--- src/rtl/dshot_frame_rx_if.sv ---
// Signal bundle between a DShot pin source and the dshot_frame_rx decoder.
// The receiver connects through the slave modport.
interface dshot_frame_rx_if;
  logic        dshotPin;
  logic [10:0] throttle;
  logic        telemReq;
  logic [7:0]  outputSpeed;
  logic        frameValid;
  logic        crcErr;
  logic        frameAbort;
  logic        cmdValid;
  logic [5:0]  cmdCode;

  modport master (
    output dshotPin,
    input  throttle, telemReq, outputSpeed, frameValid, crcErr, frameAbort, cmdValid, cmdCode
  );

  modport slave (
    input  dshotPin,
    output throttle, telemReq, outputSpeed, frameValid, crcErr, frameAbort, cmdValid, cmdCode
  );
endinterface

--- src/rtl/dshot_frame_rx.sv ---
// DShot single-channel receiver: pulse-width bit recovery, CRC check, held throttle/speed.
// Define DSHOT_FRAME_RX_CMD_EN to route throttle values 1..47 to cmdValid/cmdCode.
module dshot_frame_rx #(
  parameter int unsigned BIT_THRESH = 60,
  parameter int unsigned MIN_HIGH   = 16,
  parameter int unsigned MAX_HIGH   = 120,
  parameter int unsigned GAP_CYCLES = 200
) (
  input  logic             clk,
  input  logic             rst_n,
  dshot_frame_rx_if.slave  bus
);

  localparam int unsigned FRAME_BITS = 16;
  localparam int unsigned THR_W      = 11;
  localparam int unsigned SPEED_W    = 8;
  localparam int unsigned CMD_W      = 6;
  localparam int unsigned CMD_LIMIT  = 48;
  localparam int unsigned BITS_W     = $clog2(FRAME_BITS + 1);
  localparam int unsigned HCNT_W     = $clog2(MAX_HIGH + 2);
  localparam int unsigned LCNT_W     = $clog2(GAP_CYCLES + 2);

  typedef enum logic [2:0] {
    S_IDLE,
    S_HIGH,
    S_LOW,
    S_CHECK,
    S_ABORT
  } state_e;

  state_e                  state_q, state_d;
  logic                    sync1_q, sync2_q, prev_q;
  logic                    rise, fall;
  logic [HCNT_W-1:0]       hcnt_q, hcnt_d;
  logic [LCNT_W-1:0]       lcnt_q, lcnt_d;
  logic [BITS_W-1:0]       bits_q, bits_d;
  logic [FRAME_BITS-1:0]   shift_q, shift_d;
  logic [THR_W-1:0]        throttle_q, throttle_d;
  logic                    telem_q, telem_d;
  logic [SPEED_W-1:0]      speed_q, speed_d;
  logic                    frame_valid_q, frame_valid_d;
  logic                    crc_err_q, crc_err_d;
  logic                    frame_abort_q, frame_abort_d;
  logic [THR_W-1:0]        new_thr;
  logic                    crc_ok;
`ifdef DSHOT_FRAME_RX_CMD_EN
  logic                    cmd_valid_q, cmd_valid_d;
  logic [CMD_W-1:0]        cmd_code_q, cmd_code_d;
`endif

  function automatic logic [3:0] crc4(input logic [11:0] v);
    return v[3:0] ^ v[7:4] ^ v[11:8];
  endfunction

  // Clamp below the idle offset, then scale the remaining range to 0..249.
  function automatic logic [SPEED_W-1:0] speed_of(input logic [THR_W-1:0] t);
    if (t < THR_W'(CMD_LIMIT)) begin
      return '0;
    end
    return SPEED_W'((t - THR_W'(CMD_LIMIT)) >> 3);
  endfunction

  // Two-flop synchronizer plus one delay stage for edge detection.
  always_ff @(posedge clk or negedge rst_n) begin
    if (!rst_n) begin
      sync1_q <= 1'b0;
      sync2_q <= 1'b0;
      prev_q  <= 1'b0;
    end else begin
      sync1_q <= bus.dshotPin;
      sync2_q <= sync1_q;
      prev_q  <= sync2_q;
    end
  end

  assign rise = sync2_q & ~prev_q;
  assign fall = ~sync2_q & prev_q;

  always_ff @(posedge clk or negedge rst_n) begin
    if (!rst_n) begin
      state_q <= S_IDLE;
    end else begin
      state_q <= state_d;
    end
  end

  always_comb begin
    state_d = state_q;
    unique case (state_q)
      S_IDLE: begin
        if (rise) state_d = S_HIGH;
      end
      S_HIGH: begin
        if (fall) begin
          if (hcnt_q < HCNT_W'(MIN_HIGH))                state_d = S_ABORT;
          else if (bits_q == BITS_W'(FRAME_BITS - 1))    state_d = S_CHECK;
          else                                           state_d = S_LOW;
        end else if (hcnt_q > HCNT_W'(MAX_HIGH)) begin
          state_d = S_ABORT;
        end
      end
      S_LOW: begin
        if (rise)                                   state_d = S_HIGH;
        else if (lcnt_q > LCNT_W'(GAP_CYCLES))      state_d = S_ABORT;
      end
      S_CHECK: begin
        state_d = S_IDLE;
      end
      S_ABORT: begin
        if (lcnt_q > LCNT_W'(GAP_CYCLES)) state_d = S_IDLE;
      end
      default: begin
        state_d = S_IDLE;
      end
    endcase
  end

  always_comb begin
    hcnt_d        = hcnt_q;
    lcnt_d        = lcnt_q;
    bits_d        = bits_q;
    shift_d       = shift_q;
    throttle_d    = throttle_q;
    telem_d       = telem_q;
    speed_d       = speed_q;
    frame_valid_d = 1'b0;
    crc_err_d     = 1'b0;
    frame_abort_d = 1'b0;
`ifdef DSHOT_FRAME_RX_CMD_EN
    cmd_valid_d   = 1'b0;
    cmd_code_d    = cmd_code_q;
`endif
    new_thr       = shift_q[FRAME_BITS-1:5];
    crc_ok        = (crc4(shift_q[FRAME_BITS-1:4]) == shift_q[3:0]);

    // Low-time counter runs in every state so a gap already seen carries into ABORT.
    if (sync2_q)                               lcnt_d = '0;
    else if (lcnt_q <= LCNT_W'(GAP_CYCLES))    lcnt_d = lcnt_q + LCNT_W'(1);

    unique case (state_q)
      S_IDLE: begin
        hcnt_d = '0;
        bits_d = '0;
      end
      S_HIGH: begin
        if (hcnt_q <= HCNT_W'(MAX_HIGH)) hcnt_d = hcnt_q + HCNT_W'(1);
        if (fall && (hcnt_q >= HCNT_W'(MIN_HIGH))) begin
          shift_d = {shift_q[FRAME_BITS-2:0], (hcnt_q >= HCNT_W'(BIT_THRESH))};
          bits_d  = bits_q + BITS_W'(1);
        end
      end
      S_LOW: begin
        hcnt_d = '0;
      end
      S_CHECK: begin
        bits_d = '0;
        if (!crc_ok) begin
          crc_err_d = 1'b1;
        end
`ifdef DSHOT_FRAME_RX_CMD_EN
        else if ((new_thr != '0) && (new_thr < THR_W'(CMD_LIMIT))) begin
          cmd_valid_d = 1'b1;
          cmd_code_d  = CMD_W'(new_thr);
        end
`endif
        else begin
          frame_valid_d = 1'b1;
          throttle_d    = new_thr;
          telem_d       = shift_q[4];
          speed_d       = speed_of(new_thr);
        end
      end
      S_ABORT: begin
        bits_d = '0;
        hcnt_d = '0;
      end
      default: begin
        bits_d = '0;
      end
    endcase

    frame_abort_d = (state_d == S_ABORT) && (state_q != S_ABORT);
  end

  always_ff @(posedge clk or negedge rst_n) begin
    if (!rst_n) begin
      hcnt_q        <= '0;
      lcnt_q        <= '0;
      bits_q        <= '0;
      shift_q       <= '0;
      throttle_q    <= '0;
      telem_q       <= 1'b0;
      speed_q       <= '0;
      frame_valid_q <= 1'b0;
      crc_err_q     <= 1'b0;
      frame_abort_q <= 1'b0;
    end else begin
      hcnt_q        <= hcnt_d;
      lcnt_q        <= lcnt_d;
      bits_q        <= bits_d;
      shift_q       <= shift_d;
      throttle_q    <= throttle_d;
      telem_q       <= telem_d;
      speed_q       <= speed_d;
      frame_valid_q <= frame_valid_d;
      crc_err_q     <= crc_err_d;
      frame_abort_q <= frame_abort_d;
    end
  end

`ifdef DSHOT_FRAME_RX_CMD_EN
  always_ff @(posedge clk or negedge rst_n) begin
    if (!rst_n) begin
      cmd_valid_q <= 1'b0;
      cmd_code_q  <= '0;
    end else begin
      cmd_valid_q <= cmd_valid_d;
      cmd_code_q  <= cmd_code_d;
    end
  end

  assign bus.cmdValid = cmd_valid_q;
  assign bus.cmdCode  = cmd_code_q;
`else
  assign bus.cmdValid = 1'b0;
  assign bus.cmdCode  = '0;
`endif

  assign bus.throttle    = throttle_q;
  assign bus.telemReq    = telem_q;
  assign bus.outputSpeed = speed_q;
  assign bus.frameValid  = frame_valid_q;
  assign bus.crcErr      = crc_err_q;
  assign bus.frameAbort  = frame_abort_q;

endmodule

--- src/flat_wrapper.sv ---
// flat-port wrapper written by rule: the top's interface ports become plain ports
module dshot_frame_rx_flat 
#(
  parameter int unsigned BIT_THRESH = 60,
  parameter int unsigned MIN_HIGH   = 16,
  parameter int unsigned MAX_HIGH   = 120,
  parameter int unsigned GAP_CYCLES = 200
)
  (clk, rst_n, bus_dshotPin, bus_throttle, bus_telemReq, bus_outputSpeed, bus_frameValid, bus_crcErr, bus_frameAbort, bus_cmdValid, bus_cmdCode);
  dshot_frame_rx_if bus_i ();
  input  logic clk;
  input  logic rst_n;
  input wire logic [$bits(bus_i.dshotPin)-1:0] bus_dshotPin;
  output wire logic [$bits(bus_i.throttle)-1:0] bus_throttle;
  output wire logic [$bits(bus_i.telemReq)-1:0] bus_telemReq;
  output wire logic [$bits(bus_i.outputSpeed)-1:0] bus_outputSpeed;
  output wire logic [$bits(bus_i.frameValid)-1:0] bus_frameValid;
  output wire logic [$bits(bus_i.crcErr)-1:0] bus_crcErr;
  output wire logic [$bits(bus_i.frameAbort)-1:0] bus_frameAbort;
  output wire logic [$bits(bus_i.cmdValid)-1:0] bus_cmdValid;
  output wire logic [$bits(bus_i.cmdCode)-1:0] bus_cmdCode;
  assign bus_i.dshotPin = bus_dshotPin;
  assign bus_throttle = bus_i.throttle;
  assign bus_telemReq = bus_i.telemReq;
  assign bus_outputSpeed = bus_i.outputSpeed;
  assign bus_frameValid = bus_i.frameValid;
  assign bus_crcErr = bus_i.crcErr;
  assign bus_frameAbort = bus_i.frameAbort;
  assign bus_cmdValid = bus_i.cmdValid;
  assign bus_cmdCode = bus_i.cmdCode;
  dshot_frame_rx #(.BIT_THRESH(BIT_THRESH), .MIN_HIGH(MIN_HIGH), .MAX_HIGH(MAX_HIGH), .GAP_CYCLES(GAP_CYCLES)) u_core (.clk(clk), .rst_n(rst_n), .bus(bus_i));
endmodule
--- config.mk ---
export PLATFORM = sky130hd
export DESIGN_NAME = dshot_frame_rx_flat
export DESIGN_NICKNAME = d
export VERILOG_FILES = /design/src/rtl/dshot_frame_rx_if.sv /design/src/rtl/dshot_frame_rx.sv /design/src/flat_wrapper.sv
export SDC_FILE = /design/constraint.sdc
export NUM_CORES = 1
export LEC_CHECK = 0
export ABC_AREA = 1
export ABC_CLOCK_PERIOD_IN_PS = 4000
export BUFFER_PORTS_ARGS = -buffer_cell sky130_fd_sc_hd__buf_4
export CAP_MARGIN = 30
export CORE_UTILIZATION = 60
export DETAILED_ROUTE_END_ITERATION = 8
export PLACE_DENSITY = 0.9
export SETUP_SLACK_MARGIN = 0.1
export SLEW_MARGIN = 30
export SYNTH_ARGS = -nofsm -noshare
export SYNTH_HDL_FRONTEND = slang
export SYNTH_SLANG_ARGS = --single-unit
--- constraint.sdc ---
create_clock -name clk -period 4 [get_ports clk]
set_input_delay 0 -clock clk [delete_from_list [all_inputs] [get_ports clk]]
set_output_delay 0 -clock clk [all_outputs]
set_load 0.05 [all_outputs]
Word level (Yosys, flattened, before mapping)
Index checks and enable logic that the tools add are counted.
W data, S select, Z words.
- flip-flop bits (word level): 65
- add/subtract/negate cells: 4
- magnitude comparators: 8
- equal/unequal tests: 10
- muxes and demuxes: 24
- bitwise logic cells: 7
- reduce and logical (&&, ||, !) cells: 10
- operators by type and width (cell ; number):
    $mux W8 ; 4
    $mux W3 ; 7
    $pmux W7 S2 ; 1
    $pmux W3 S4 ; 1
    $lt A11 B6 Y1 const B ; 1
    $sub A11 B6 Y11 const B ; 1
    $pmux W5 S2 ; 1
    $add A8 B1 Y8 const B ; 1
    $gt A8 B8 Y1 const B ; 1
    $le A8 B8 Y1 const B ; 1
    $mux W1 ; 8
    $reduce_and A2 Y1 ; 4
    $xor A4 B4 Y4 ; 2
    $add A7 B1 Y7 const B ; 1
    $ge A7 B5 Y1 const B ; 1
    $ge A7 B6 Y1 const B ; 1
    $gt A7 B7 Y1 const B ; 1
    $le A7 B7 Y1 const B ; 1
    $lt A7 B5 Y1 const B ; 1
    $mux W7 ; 1
    $eq A3 B2 Y1 const B ; 2
    $eq A3 B3 Y1 const B ; 2
    $add A5 B1 Y5 const B ; 1
    $eq A5 B4 Y1 const B ; 1
    other kinds (11) ; 17

Longest topological paths before layout
- word-level depth: 7
- mapped depth: 11

Worst setup path after synthesis
No wires, ideal clock.
- path kind: reg2reg
- start point: register u_core.sync2_q
- end point: register u_core.bits_q[2]
- setup time: 0.083 ns
- arrival time: 1.285 ns
- required time: 3.917 ns
- setup slack: 2.632 ns
- stages on the path, launching flop included: 6
- path buffers: 0
- path through: dfrtp_1 > nor2_1 > nand2_1 > a21oi_1 > nand4_1 > o21ai_0
- longest elaborated chain between the ends: 5
- RTL lines (element ; RTL line ; source):
    start, declared ; dshot_frame_rx.sv:32 ; logic sync1_q, sync2_q, prev_q;
    start signal, assigned ; dshot_frame_rx.sv:71 ; sync2_q <= sync1_q;
    $not A1 Y1 ; dshot_frame_rx.sv:77 ; assign fall = ~sync2_q & prev_q;
    $and A1 B1 Y1 ; dshot_frame_rx.sv:77 ;
    $logic_and A1 B1 Y1 ; dshot_frame_rx.sv:147 ; if (fall && (hcnt_q >= HCNT_W'(MIN_HIGH))) begin
    $ne A2 B1 Y1 (no source line) ; - ;
    $reduce_and A2 Y1 (no source line) ; - ;
    end signal, assigned ; dshot_frame_rx.sv:200 ; bits_q <= bits_d;
    end, declared ; dshot_frame_rx.sv:36 ; logic [BITS_W-1:0] bits_q, bits_d;
Every way passes these cells.
A chain may end at the register's enable or synchronous reset.

Worst setup path in the final report
- start point: register u_core.shift_q[9]
- end point: register u_core.throttle_q[10] (netlist: u_core.bus.throttle[10])
- longest elaborated chain between the ends: 4
- RTL lines (element ; RTL line ; source):
    start, declared ; dshot_frame_rx.sv:37 ; logic [FRAME_BITS-1:0] shift_q, shift_d;
    start signal, assigned ; dshot_frame_rx.sv:201 ; shift_q <= shift_d;
    $xor A4 B4 Y4 (2 in series) ; dshot_frame_rx.sv:52 ; return v[3:0] ^ v[7:4] ^ v[11:8];
    $eq A4 B4 Y1 ; dshot_frame_rx.sv:134 ; crc_ok = (crc4(shift_q[FRAME_BITS-1:4]) == shift_q[3:0]);
    $reduce_and A2 Y1 (no source line) ; - ;
    end signal, assigned ; dshot_frame_rx.sv:202 ; throttle_q <= throttle_d;
    end, declared ; dshot_frame_rx.sv:38 ; logic [THR_W-1:0] throttle_q, throttle_d;
Every way passes these cells.

==> metrics <==
Routed Antenna Nets 0; Congestion Overflow GR 0; clock sinks 65; Final Cycle Share 51.0%; initial antenna violation count 0; largest net degree at the start of global routing 66; Worst setup startpoint u_core.shift_q[9]$_DFFE_PN0P_; clock root buffer clkbuf_8; Clock transition at path regs 0.07 ns; Reg2Reg Setup Slack 1.96 ns; Power per Cell Area 397 nW/um^2; fmax 0.490 GHz; critical path class reg2reg; Setup crit end kind flip-flop; maximum vdd drop 328 uV; slew margin rel. 45.5%; Required @ worst endpoint 4.28 ns; hpwl dp 4.71 mm; prevailing post-synth register cell dfrtp_1; die height 76.6 um; most frequent cells in the layout nand2_1 (134), dfrtp_1 (65), inv_1 (51); worst skew pair latency 0.35 ns; RSZ-0062 raised after global routing false; max cap viols 0; RePlAce Congestion 0.852; Seq/Total Area, Yosys 48.8%; Leak 2.03 nW; Worst Path Max Fanout 21; final wirelength 7.11 mm; Worst setup SP type flip-flop; Post-synth ARST share 100%; vias per cell 5.48; clk_skew 0.00940 ns; Final Setup Violations 0; Layout area overhead 14.0%; TritonCTS clock tree done; die area 5860 um^2; Post-synth EDFFs 0; Final Power 1.51 mW; nets 465; H-tree depth 3; Post-Syn Area 3330 um^2; Vias 2906; die width 76.6 um; yosys warns 0; Synth Instances 427; Row Count 26; commonest non-fill, non-tap cell in the layout nand2_1; register bit total from synthesis 65; crit path time final 2.04 ns; Placeable Area 5240 um^2; DRC 0; vias in the first global route 2748; port bufs 25; initial core utilization 63.7%; Slew Limit Fails 0; outcome finished, final reports clean; wire per inst 13.4 um; # fillers 367; layout cells sized above 1 10.2%; Worst Hold Class in2async; average size of a mapped cell 7.81 um^2; CTS-repair resized insts 0; unique cell type count in the Yosys netlist 26; final hold slack 0.277 ns; r2r startpoint u_core.shift_q[9]$_DFFE_PN0P_; crit path DAT 2.32 ns; first-pass GRT wire length 12.1 mm; DR iter-0 viols 279; n_diodes 0; final hold violations 0; total CTS buffers 9; CTS max path bufs 2; Ports 33; Least-Margin Pin Slew 0.816 ns; final setup TNS 0 ns; DR pass1 iterations 5; GRT Overall Usage 26.4%
[report_power, final]
| group | internal [mW] | switching, mW | leakage, nW |
|---|---|---|---|
| clock network | 0.430 | 0.255 | 0.120 |
| registers | 0.674 | 0.0207 | 0.896 |
| logic | 0.0297 | 0.0979 | 1.01 |
[state kept, by name, indices dropped and copies added (netlist names), 3 cells and up]
register / cells
u_core.bits_q: 5
u_core.bus.outputSpeed: 8
u_core.bus.throttle: 11
u_core.hcnt_q: 7
u_core.lcnt_q: 8
u_core.shift_q: 16
u_core.state_q: 3
[logic make-up after synthesis]
kind of cell / after synthesis / synth area share [%]
compound gates: 45 / 6.94
xor+xnor: 12 / 3.15
fa+ha+maj: 7 / 2.63
buf+inv: 69 / 9.04
flops: 65 / 48.8
other cells: 1 / 0.112
simple gates: 228 / 29.3
[through the flow]
stage          cells  setup slack [ns]  cell area, um^2  utilization (%)
6_report         530              1.96             3800             72.6
5_1_grt          530              1.66             3800             72.6
4_1_cts          530              2.00             3800             72.6
3_5_place_dp     512              2.03             3540             67.6
3_3_place_gp     512              1.93             3540             67.6
2_1_floorplan    433              2.63             3360                -
[routing by layer]
metal	track usage [%]	vias up	part of all wire, %
li1	-	1402	-
met3	5.03	27	4.4
met4	13.8	0	3.0
met1	32.1	1388	42
met5	0	-	0
met2	44.5	89	51
[worst max-delay path: stages (launching register included)]
cell	delay, ns
dfrtp_1	0.49
nand2_1	0.14
inv_1	0.04
nor2_1	0.14
nand2_1	0.07
nand2_1	0.07
nand2_1	0.07
nor2_2	0.64
nand3_1	0.19
nand2_1	0.11
[synthesized netlist by cell type (all sizes together), types with 4 or more instances]
master    n  share of area (%)
a21oi    12                1.8
buf      16                3.1
dfrtp    65                 49
ha        7                2.6
inv      52                5.9
nand2   134                 15
nand3    45                7.1
nand4     7                1.3
nor2     32                3.7
nor3      5                1.1
o21ai    30                4.5
xnor2     4                1.1
xor2      8                2.1
[what timing repair did]
item,4_1_cts,5_1_grt
setup buffers,0,0
hold buffers,2,0
setup endpoints to repair,0,0
hold endpoints to repair,66,0
[cell type report]
cell class / instances / area (um^2) / area share, %
clock buffer: 11 / 141 / 3.72
clock inverter: 5 / 103 / 2.70
inverter: 52 / 195 / 5.13
multi-input combinational: 299 / 1430 / 37.7
sequential: 65 / 1630 / 42.8
tap: 70 / 87.6 / 2.30
timing repair buffer: 28 / 215 / 5.66
[worst paths after layout]
check,endpoint,depth (start not counted)
min in group clk,u_core.sync1_q$_DFF_PN0_,2
worst max register to register,u_core.bus.throttle[10]$_DFFE_PN0P_,9
max in group asynchronous,u_core.bus.crcErr$_DFF_PN0_,2
worst min-delay path,u_core.bits_q[4]$_DFFE_PN0P_,2
worst max-delay path,u_core.bus.throttle[10]$_DFFE_PN0P_,9
worst min register to register,u_core.sync2_q$_DFF_PN0_,0
Power figures use the tool's default switching activity.
